**config.mk**
```make
export PLATFORM = sky130hd
export DESIGN_NAME = rgb_to_hsv
export DESIGN_NICKNAME = d
export VERILOG_FILES = /design/src/rtl/rgb_hsv_pkg.sv /design/src/rtl/rgb_hsv_div.sv /design/src/rtl/rgb_to_hsv.sv
export SDC_FILE = /design/constraint.sdc
export NUM_CORES = 1
export LEC_CHECK = 0
export CORE_AREA = 2 2 201 203
export CTS_CLUSTER_SIZE = 28
export DETAILED_ROUTE_END_ITERATION = 10
export DIE_AREA = 0 0 203 205
export DONT_BUFFER_PORTS = 1
export PLACE_DENSITY = 0.73
export SYNTH_ARGS = -nofsm -noshare
export SYNTH_HDL_FRONTEND = slang
export SYNTH_SLANG_ARGS = --single-unit
```
**constraint.sdc**
```tcl
create_clock -name clk -period 34.9 [get_ports clk]
set_input_delay 3.49 -clock clk [delete_from_list [all_inputs] [get_ports clk]]
set_output_delay 3.49 -clock clk [all_outputs]
set_load 0.03 [all_outputs]
```
**src/rtl/rgb_hsv_pkg.sv**
```systemverilog
// Shared constants and types for the RGB -> HSV converter.
package rgb_hsv_pkg;

    localparam int CH_W       = 8;
    localparam int HUE_W      = 9;
    localparam int HUE_SECTOR = 60;
    localparam int HUE_FULL   = 360;
    localparam int HUE_G_BASE = 120;
    localparam int HUE_B_BASE = 240;

    typedef enum logic [1:0] {
        SEL_R = 2'd0,
        SEL_G = 2'd1,
        SEL_B = 2'd2
    } max_sel_t;

endpackage

```
**src/rtl/rgb_hsv_div.sv**
```systemverilog
// Combinational 16-bit / 8-bit unsigned divider with saturated 8-bit quotient; divide by 0 yields 0.
// Define RGB2HSV_ROUND_EN to round to nearest (half up) instead of truncating.
module rgb_hsv_div
    import rgb_hsv_pkg::*;
#(
    parameter logic [7:0] Q_MAX = 8'd255
) (
    input  logic [15:0] num,
    input  logic [7:0]  den,
    output logic [7:0]  q
);

    logic [16:0] num_adj;
    logic [16:0] quot;

    function automatic logic [7:0] sat_q(input logic [16:0] x);
        return (x > 17'(Q_MAX)) ? Q_MAX : x[7:0];
    endfunction

    always_comb begin
`ifdef RGB2HSV_ROUND_EN
        num_adj = {1'b0, num} + 17'(den >> 1);
`else
        num_adj = {1'b0, num};
`endif
        quot = (den == 8'd0) ? 17'd0 : num_adj / 17'(den);
        q    = sat_q(quot);
    end

endmodule

```
**src/rtl/rgb_to_hsv.sv**
```systemverilog
// Three-stage pipelined RGB -> HSV converter: compare, divide, hue assembly.
// Optional build macro RGB2HSV_ROUND_EN selects round-to-nearest divides.
module rgb_to_hsv
    import rgb_hsv_pkg::*;
(
    input  logic              clk,
    input  logic              rst,
    input  logic [CH_W-1:0]   r,
    input  logic [CH_W-1:0]   g,
    input  logic [CH_W-1:0]   b,
    output logic [HUE_W-1:0]  h,
    output logic [CH_W-1:0]   s,
    output logic [CH_W-1:0]   v
);

    logic [CH_W-1:0]        max_p1_d, max_p1_q, delta_p1_d, delta_p1_q, min_c;
    logic signed [CH_W:0]   d_p1_d, d_p1_q;
    max_sel_t               sel_p1_d, sel_p1_q;

    logic [CH_W-1:0]        max_p2_d, max_p2_q, delta_p2_d, delta_p2_q;
    logic [CH_W-1:0]        qs_p2_d, qs_p2_q, qh_p2_d, qh_p2_q, dabs;
    logic                   dneg_p2_d, dneg_p2_q;
    max_sel_t               sel_p2_d, sel_p2_q;
    logic [15:0]            num_s, num_h;

    logic [HUE_W-1:0]       h_d, h_q, base, qh9, hue;
    logic [CH_W-1:0]        s_d, s_q, v_d, v_q;

    // Stage 1: max/min compare, max-channel select (ties favour r, then g), signed hue numerator
    always_comb begin
        min_c = (r <= g && r <= b) ? r : ((g <= b) ? g : b);
        if (r >= g && r >= b) begin
            sel_p1_d = SEL_R;
            max_p1_d = r;
            d_p1_d   = $signed({1'b0, g}) - $signed({1'b0, b});
        end else if (g >= b) begin
            sel_p1_d = SEL_G;
            max_p1_d = g;
            d_p1_d   = $signed({1'b0, b}) - $signed({1'b0, r});
        end else begin
            sel_p1_d = SEL_B;
            max_p1_d = b;
            d_p1_d   = $signed({1'b0, r}) - $signed({1'b0, g});
        end
        delta_p1_d = max_p1_d - min_c;
    end

    // Stage 2: saturation and hue-offset divides
    always_comb begin
        dabs       = d_p1_q[CH_W] ? CH_W'(-d_p1_q) : d_p1_q[CH_W-1:0];
        num_s      = 16'(delta_p1_q) * 16'd255;
        num_h      = 16'(dabs) * 16'(HUE_SECTOR);
        max_p2_d   = max_p1_q;
        delta_p2_d = delta_p1_q;
        sel_p2_d   = sel_p1_q;
        dneg_p2_d  = d_p1_q[CH_W];
    end

    rgb_hsv_div #(.Q_MAX(8'd255)) u_div_s (
        .num (num_s),
        .den (max_p1_q),
        .q   (qs_p2_d)
    );

    rgb_hsv_div #(.Q_MAX(8'(HUE_SECTOR))) u_div_h (
        .num (num_h),
        .den (delta_p1_q),
        .q   (qh_p2_d)
    );

    // Stage 3: hue sector assembly; negative offsets from the red sector wrap around 360
    always_comb begin
        base = (sel_p2_q == SEL_G) ? HUE_W'(HUE_G_BASE) :
               (sel_p2_q == SEL_B) ? HUE_W'(HUE_B_BASE) : '0;
        qh9  = HUE_W'(qh_p2_q);
        hue  = '0;
        h_d  = '0;
        s_d  = '0;
        v_d  = max_p2_q;
        if (delta_p2_q != '0) begin
            s_d = qs_p2_q;
            if (!dneg_p2_q)
                hue = base + qh9;
            else if (qh9 > base)
                hue = base + HUE_W'(HUE_FULL) - qh9;
            else
                hue = base - qh9;
            h_d = (hue == HUE_W'(HUE_FULL)) ? '0 : hue;
        end
    end

    always_ff @(posedge clk or posedge rst) begin
        if (rst) begin
            max_p1_q   <= '0;
            delta_p1_q <= '0;
            d_p1_q     <= '0;
            sel_p1_q   <= SEL_R;
            max_p2_q   <= '0;
            delta_p2_q <= '0;
            qs_p2_q    <= '0;
            qh_p2_q    <= '0;
            dneg_p2_q  <= 1'b0;
            sel_p2_q   <= SEL_R;
            h_q        <= '0;
            s_q        <= '0;
            v_q        <= '0;
        end else begin
            max_p1_q   <= max_p1_d;
            delta_p1_q <= delta_p1_d;
            d_p1_q     <= d_p1_d;
            sel_p1_q   <= sel_p1_d;
            max_p2_q   <= max_p2_d;
            delta_p2_q <= delta_p2_d;
            qs_p2_q    <= qs_p2_d;
            qh_p2_q    <= qh_p2_d;
            dneg_p2_q  <= dneg_p2_d;
            sel_p2_q   <= sel_p2_d;
            h_q        <= h_d;
            s_q        <= s_d;
            v_q        <= v_d;
        end
    end

    assign h = h_q;
    assign s = s_q;
    assign v = v_q;

endmodule

```
==> results.txt, run 1 <==
----------------------------------------------------
[Yosys]
  Cell area after technology mapping ... approximately 0.020 mm^2
  Top flip-flop cell by instance count after synthesis ... sky130_fd_sc_hd__dfrtp_1
  Avg Inst Size Synth ... ~8 um^2
  Post-synthesis sequential element count ... 87
  Gate count after technology mapping ... approximately 2600
  Post-synth ARST share ... between 90% and 100%
  Sequential share of the synthesized area ... a little over a tenth
  Number of enable-type register cells in the synthesized netlist ... 0
  Yosys warning total ... 0
  Post-synthesis cell type count ... ~120

[CTS]
  Clock transition time at the flip-flop clock pins of the worst setup and hold paths ... around 0.07 ns
  Worst skew pair latency ... about 0.37 ns
  Inserted Clock Buffers ... 9
  Clock sink total ... between 80 and 90
  Clock H-tree levels ... 3
  Clock Root Buffer ... sky130_fd_sc_hd__clkbuf_16
  Largest buffer count on any clock path ... 2
  CTS tree ... done

[Global routing]
  Residual overflow from global routing ... 0
  Total global-route track usage ... 26.6%
  Largest net degree at the start of global routing ... 77
  Via count of the first global-routing pass ... between 15000 and 20000
  Antenna violations before repair ... 0
  Wire length of the first global-routing pass ... 91400 um

[Setup path]
  Reg-to-reg slack, setup ... between 1.5 and 2 ns
  CP arrival ... roughly 34 ns
  Critical path's largest stage delay ... around 0.52 ns
  Crit. End Element ... flip-flop
  Endpoint required time on the critical path ... around 35 ns
  CP max stage cell ... sky130_fd_sc_hd__fa_1
  Reg-to-reg critical path startpoint ... d_p1_q[2]$_DFF_PP0_
  Start-to-end type of the worst setup path ... flip-flop to flip-flop
  FF-to-FF path depth ... between 150 and 200
  Worst Setup Start Kind ... flip-flop
  Maximum fanout encountered on the critical timing path ... 11
  CP most frequent cell ... sky130_fd_sc_hd__o21a_1
  Worst r2r dst ... qh_p2_q[0]$_DFF_PP0_

[Die]
  Total die area ... roughly 0.042 mm^2
  Chip width ... roughly 200 um
  Starting density of the core ... approximately half
  Die height ... between 200 and 250 um
  Number of core rows ... 73
  Top-level port count ... 51
  Core Box Area ... about 0.04 mm^2

[Timing]
  Unrepaired setup endpoints after global routing ... yes
  Post-Route Hold Slack ... approximately 0.35 ns
  Layout Skew ... roughly 0.019 ns
  Count of final hold-check violations ... 0
  Headroom to the max-slew limit ... 30.6%
  Setup Viol. Count Final ... 0
  Setup TNS ... 0 ns
  Highest achievable clock rate ... approximately 0.03 GHz
  Worst slew pin tran ... 1.04 ns
  Post-layout min period ... ~33 ns
  Fin. max-slew vios ... 0
  Final worst-path cycle share ... 95.7%

[Min path]
  Tightest Hold Check Type ... flip-flop to flip-flop
  Hold Path Sink ... v[3]$_DFF_PP0_
  Startpoint of the tightest hold check path ... max_p2_q[3]$_DFF_PP0_
  Depth of the worst hold-timing path ... 0

[Drt]
  Number of search-and-repair iterations in the first detailed-routing pass ... 5
  Number of DRC violations after detailed routing ... 0
  Detailed-route wire length per cell ... 18.1 um
  Post-DRT Antenna Nets ... 0
  Vias/cell ... between 6 and 7
  Wire length after detailed routing ... ~58000 um
  Overall via count from detail_route ... ~20000
  Iter 0 DRT Violations ... ~1100

[Layout]
  Final non-filler cell area ... roughly 0.023 mm^2
  Most frequent cells in the layout ... sky130_fd_sc_hd__ha_1, sky130_fd_sc_hd__nor2_1, sky130_fd_sc_hd__inv_1
  Growth of design area from synthesis to finish ... 14.8%
  Fraction of layout instances using a drive strength above 1 ... between 10% and 20%
  Post-layout net count ... 3094
  Final std cells w/o fill ... between 3000 and 4000
  Ant diodes ... 0
  Most common cell after layout, fill and taps aside ... sky130_fd_sc_hd__ha_1

[Job]
  MaxCap Viol Count ... 0

[Status]
  Result of the run ... finished, final reports clean

[Place]
  Count of input and output buffers ... 0
  Post-Place Cells ... ~3100
  Standard cell area after detailed placement ... roughly 0.021 mm^2
  Detail Placement HPWL ... 45300 um
  Gp weighted congestion ... between 0.8 and 0.9

----------------------------------------------------
-- synthesized netlist by cell type (all sizes together), types with 48 or more instances --
master	number	area share (%)
mux2	49	2.8
nor3	131	3.4
a21o	67	2.5
xnor2	83	3.6
o21a	114	4.3
dfrtp	87	11
o21ai	156	3.9
ha	328	21
nand2	143	2.7
nand3	50	1.3
inv	215	4.0
a21oi	204	5.2
fa	48	4.8
nor2	232	4.4
-- worst max-delay path, delay by kind of cell, from the launching register on --
family	cells	cell delay [ns]
flip-flops	1	0.41
adder cells (fa/ha/maj)	19	5.96
multiplexers	7	1.96
AO/OA/AOI/OAI	87	16.02
buffers and inverters	7	0.84
AND/OR/NAND/NOR	47	7.87
XOR/XNOR	1	0.18
-- through the flow --
step / setup WS, ns / utilization, %
after global routing: -0.416 / 58.2
after global placement: 0.0912 / 53.8
after detailed placement: -0.737 / 53.8
after CTS: 0.00916 / 55.0
final: 1.52 / 58.2
after floorplan: 0.0408 / -
-- area by class of cell --
class                   count  area [um^2]
multi-input cells        2216        17700
fillers                  3445        16400
flip-flops and latches     87         2180
repair buffers            163         1250
inverters                 215          810
well taps                 525          657
clock buffers               9          225
clock inverters             6         93.8
-- registers in the layout, summed over array words and instances, names as in the netlist, 8 cells and up --
signal and flops:
max_p1_q 8, qs_p2_q 8, delta_p2_q 8, s 8, d_p1_q 9, delta_p1_q 8, qh_p2_q 8, max_p2_q 8
h 9, v 8
-- what timing repair did --
| action | 4_1_cts | 5_1_grt |
|---|---|---|
| setup endpoints to repair | 2 | 6 |
| cloned | 0 | 2 |
| buffers inserted | 7 | 56 |
| resized for setup | 23 | 201 |
| hold buffers | 0 | 0 |
| pin swaps | 6 | 66 |
-- metal layers --
metal	wire, um	global-route usage, %	part of all wire [%]	vias to the layer above
met5	0	0	0	-
met4	1770	9.07	3.0	0
met3	3100	2.51	5.3	122
met2	27300	45.3	47	628
met1	26000	35.2	45	9516
li1	-	-	-	9655
-- worst max path at each step --
stage,start,to,slack [ns],depth (start not counted)
after floorplan,delta_p1_q[7]$_DFF_PP0_,qs_p2_q[0]$_DFF_PP0_,0.04,178
after global placement,delta_p1_q[4]$_DFF_PP0_,qs_p2_q[0]$_DFF_PP0_,0.09,169
after detailed placement,d_p1_q[0]$_DFF_PP0_,qh_p2_q[0]$_DFF_PP0_,-0.74,170
after CTS,d_p1_q[0]$_DFF_PP0_,qh_p2_q[0]$_DFF_PP0_,0.009,169
after global routing,d_p1_q[0]$_DFF_PP0_,qh_p2_q[0]$_DFF_PP0_,-0.42,172
final,d_p1_q[2]$_DFF_PP0_,qh_p2_q[0]$_DFF_PP0_,1.52,168
-- logic make-up (layout without fill, tap and decap cells) --
family	Yosys count	in the layout	synth area share, %
AO/OA/AOI/OAI	805	805	27.6
XOR/XNOR	130	130	5.70
adder cells (fa/ha/maj)	376	376	25.4
buffers and inverters	257	393	5.04
flip-flops	87	87	10.9
multiplexers	80	80	4.37
other	1	5	0.0188
AND/OR/NAND/NOR	819	820	21.1
Power of run 1 is left out: the tool's default activity adds up to more than one toggle a clock period on the data nets, which glitch-free logic cannot reach.
==> inputs of run 2 (changes only) <==
REMOVE_ABC_BUFFERS = 1   (was default)
==> run 2 against run 1 <==
  * Largest cell class unchanged
  * Clock skew increased by 0.00053 ns
  * Routed wire length up 1.5%
  * Die area unchanged
  * Count of clock-buffer cells in the layout up 1
  * Critical path depth is 3 higher
  * Cell count up 0.75%
  * Cell area is 1.0% higher
  * Sequential share of layout area down 0.087 points
  * Non-clock buffer count up 23
  * Flip-flop and latch count stayed put
  * Via count is 1.1% higher
==> results.txt, run 2 (synthesized netlist as in run 1, its figures left out) <==
----------------------------------------------------
[CTS]
  CTS tree ... done (unchanged)
  Worst skew pair latency ... 0.39 ns (was 0.37 ns)
  Clock Root Buffer ... sky130_fd_sc_hd__clkbuf_16 (unchanged)
  Count of hold-fix buffers inserted at cts ... 0 (unchanged)
  Clock H-tree levels ... 3 (unchanged)
  Largest buffer count on any clock path ... 2 (unchanged)
  Clock transition time at the flip-flop clock pins of the worst setup and hold paths ... 0.07 ns (about the same)
  Inserted Clock Buffers ... 9 (unchanged)
  Clock sink total ... 87 (unchanged)

[Layout]
  Growth of design area from synthesis to finish ... 16.0% (was 14.8%)
  Reg area ... 0.00218 mm^2 (about the same)
  Most common cell after layout, fill and taps aside ... sky130_fd_sc_hd__ha_1 (unchanged)
  Ant diodes ... 0 (unchanged)
  Final core utilization ... 58.8% (was 58.2%)
  Fraction of layout instances using a drive strength above 1 ... 19.1% (was 17.8%)
  Fill cells ... 3391 (was 3445)
  Post-layout net count ... 3117 (was 3094)
  Most frequent cells in the layout ... sky130_fd_sc_hd__ha_1, sky130_fd_sc_hd__inv_1, sky130_fd_sc_hd__nor2_1 (was sky130_fd_sc_hd__ha_1, sky130_fd_sc_hd__nor2_1, sky130_fd_sc_hd__inv_1)
  Footprint of the multi-input gates ... 0.0178 mm^2 (was 0.0177 mm^2)

[Setup path]
  Endpoint required time on the critical path ... 35.14 ns (about the same)
  CP most frequent cell ... sky130_fd_sc_hd__o21a_1 (unchanged)
  Start-to-end type of the worst setup path ... flip-flop to flip-flop (unchanged)
  Worst Setup Start Kind ... flip-flop (unchanged)
  Maximum fanout encountered on the critical timing path ... 11 (unchanged)
  Cell type group with the largest total delay on the critical path ... compound AO/OA/AOI/OAI gates (unchanged)
  CP arrival ... 33.81 ns (was 33.63 ns)
  Crit. End Element ... flip-flop (unchanged)
  Critical path's largest stage delay ... 0.55 ns (was 0.52 ns)
  Buffers & Inverters on Critical Path ... 9 (was 7)
  CP max stage cell ... sky130_fd_sc_hd__fa_1 (unchanged)

[Global routing]
  Largest net degree at the start of global routing ... 56 (was 77)
  Via count of the first global-routing pass ... 19196 (was 18602)
  Residual overflow from global routing ... 0 (unchanged)
  Total global-route track usage ... 26.9% (was 26.6%)
  Wire length of the first global-routing pass ... 92600 um (was 91400 um)
  Antenna violations before repair ... 1 (was 0)

[Timing]
  Post-layout min period ... 33.56 ns (was 33.38 ns)
  Count of final hold-check violations ... 0 (unchanged)
  Layout Skew ... 0.0199 ns (was 0.0193 ns)
  Setup Viol. Count Final ... 0 (unchanged)
  Final worst-path cycle share ... 96.2% (was 95.7%)
  Highest achievable clock rate ... 0.0298 GHz (was 0.0300 GHz)
  Worst slew pin tran ... 1.20 ns (was 1.04 ns)
  Unrepaired setup endpoints after global routing ... yes (unchanged)
  Headroom to the max-slew limit ... 17.6% (was 30.6%)
  Fin. max-slew vios ... 0 (unchanged)

[Drt]
  Iter 0 DRT Violations ... 1504 (was 1148)
  Wire length after detailed routing ... 59100 um (was 58200 um)
  Detailed-route wire length per cell ... 18.2 um (was 18.1 um)
  Overall via count from detail_route ... 20131 (was 19921)
  Number of search-and-repair iterations in the first detailed-routing pass ... 5 (unchanged)
  Number of DRC violations after detailed routing ... 0 (unchanged)
  Vias/cell ... 6.20 (was 6.18)
  Post-DRT Antenna Nets ... 0 (unchanged)

[Job]
  MaxCap Viol Count ... 0 (unchanged)

[Die]
  Number of core rows ... 73 (unchanged)
  Starting density of the core ... 50.7% (unchanged)
  Top-level port count ... 51 (unchanged)
  Chip width ... 203 um (unchanged)
  Die height ... 205 um (unchanged)
  Core Box Area ... 0.0394 mm^2 (unchanged)
  Total die area ... 0.0416 mm^2 (unchanged)

[Place]
  Gp weighted congestion ... 0.899 (was 0.890)
  Count of input and output buffers ... 0 (unchanged)
  Detail Placement HPWL ... 45500 um (was 45300 um)

[Min path]
  Tightest Hold Check Type ... flip-flop to flip-flop (unchanged)

[Status]
  Result of the run ... finished, final reports clean (unchanged)

----------------------------------------------------
-- run 2: repair_timing --
item	CTS	global route
cloned	0	2
setup endpoints to repair	2	6
pin swaps	6	81
gates resized for setup	25	205
setup buffers	6	84
-- run 2: path summary, 6_finish.rpt --
kind | start | end | slack [ns] | depth (start not counted)
worst min register to register | max_p2_q[2]$_DFF_PP0_ | v[2]$_DFF_PP0_ | 0.35 | 0
min in group asynchronous | rst | v[1]$_DFF_PP0_ | 3.00 | 1
worst max-delay path | d_p1_q[0]$_DFF_PP0_ | qh_p2_q[0]$_DFF_PP0_ | 1.34 | 171
worst max register to register | d_p1_q[0]$_DFF_PP0_ | qh_p2_q[0]$_DFF_PP0_ | 1.34 | 171
worst min-delay path | max_p2_q[2]$_DFF_PP0_ | v[2]$_DFF_PP0_ | 0.35 | 0
max in group asynchronous | rst | delta_p1_q[1]$_DFF_PP0_ | 30.70 | 2
-- run 2: area by class of cell --
| cell class | count | share of cell area, % |
|---|---|---|
| multi-input combinational | 2216 | 76.8 |
| sequential | 87 | 9.43 |
| timing repair buffer | 186 | 6.11 |
| inverter | 215 | 3.50 |
| tap | 525 | 2.84 |
| clock buffer | 10 | 1.03 |
| clock inverter | 6 | 0.292 |
-- run 2: stage by stage --
stage | hold WS (ns) | cells | setup WS (ns) | cell area [um^2] | TNS (ns)
finish | 0.349 | 3245 | 1.34 | 23200 | 0
CTS | 0.351 | 3159 | 0.0125 | 21600 | 0
detailed placement | 0.336 | 3137 | -0.865 | 21200 | -1.52
global placement | 0.339 | 3137 | -0.214 | 21200 | -0.214
global route | 0.355 | 3245 | -0.607 | 23200 | -0.797
floorplan | 0.331 | 2517 | -0.386 | 19800 | -0.386
-- run 2: layer usage --
layer	track usage (%)	routed length, um	up-vias
met5	0	0	-
met4	9.31	1810	0
met3	2.78	2890	146
met2	47.8	28700	593
met1	33.8	25700	9661
li1	-	-	9731
Power of run 2 is left out for the same reason.
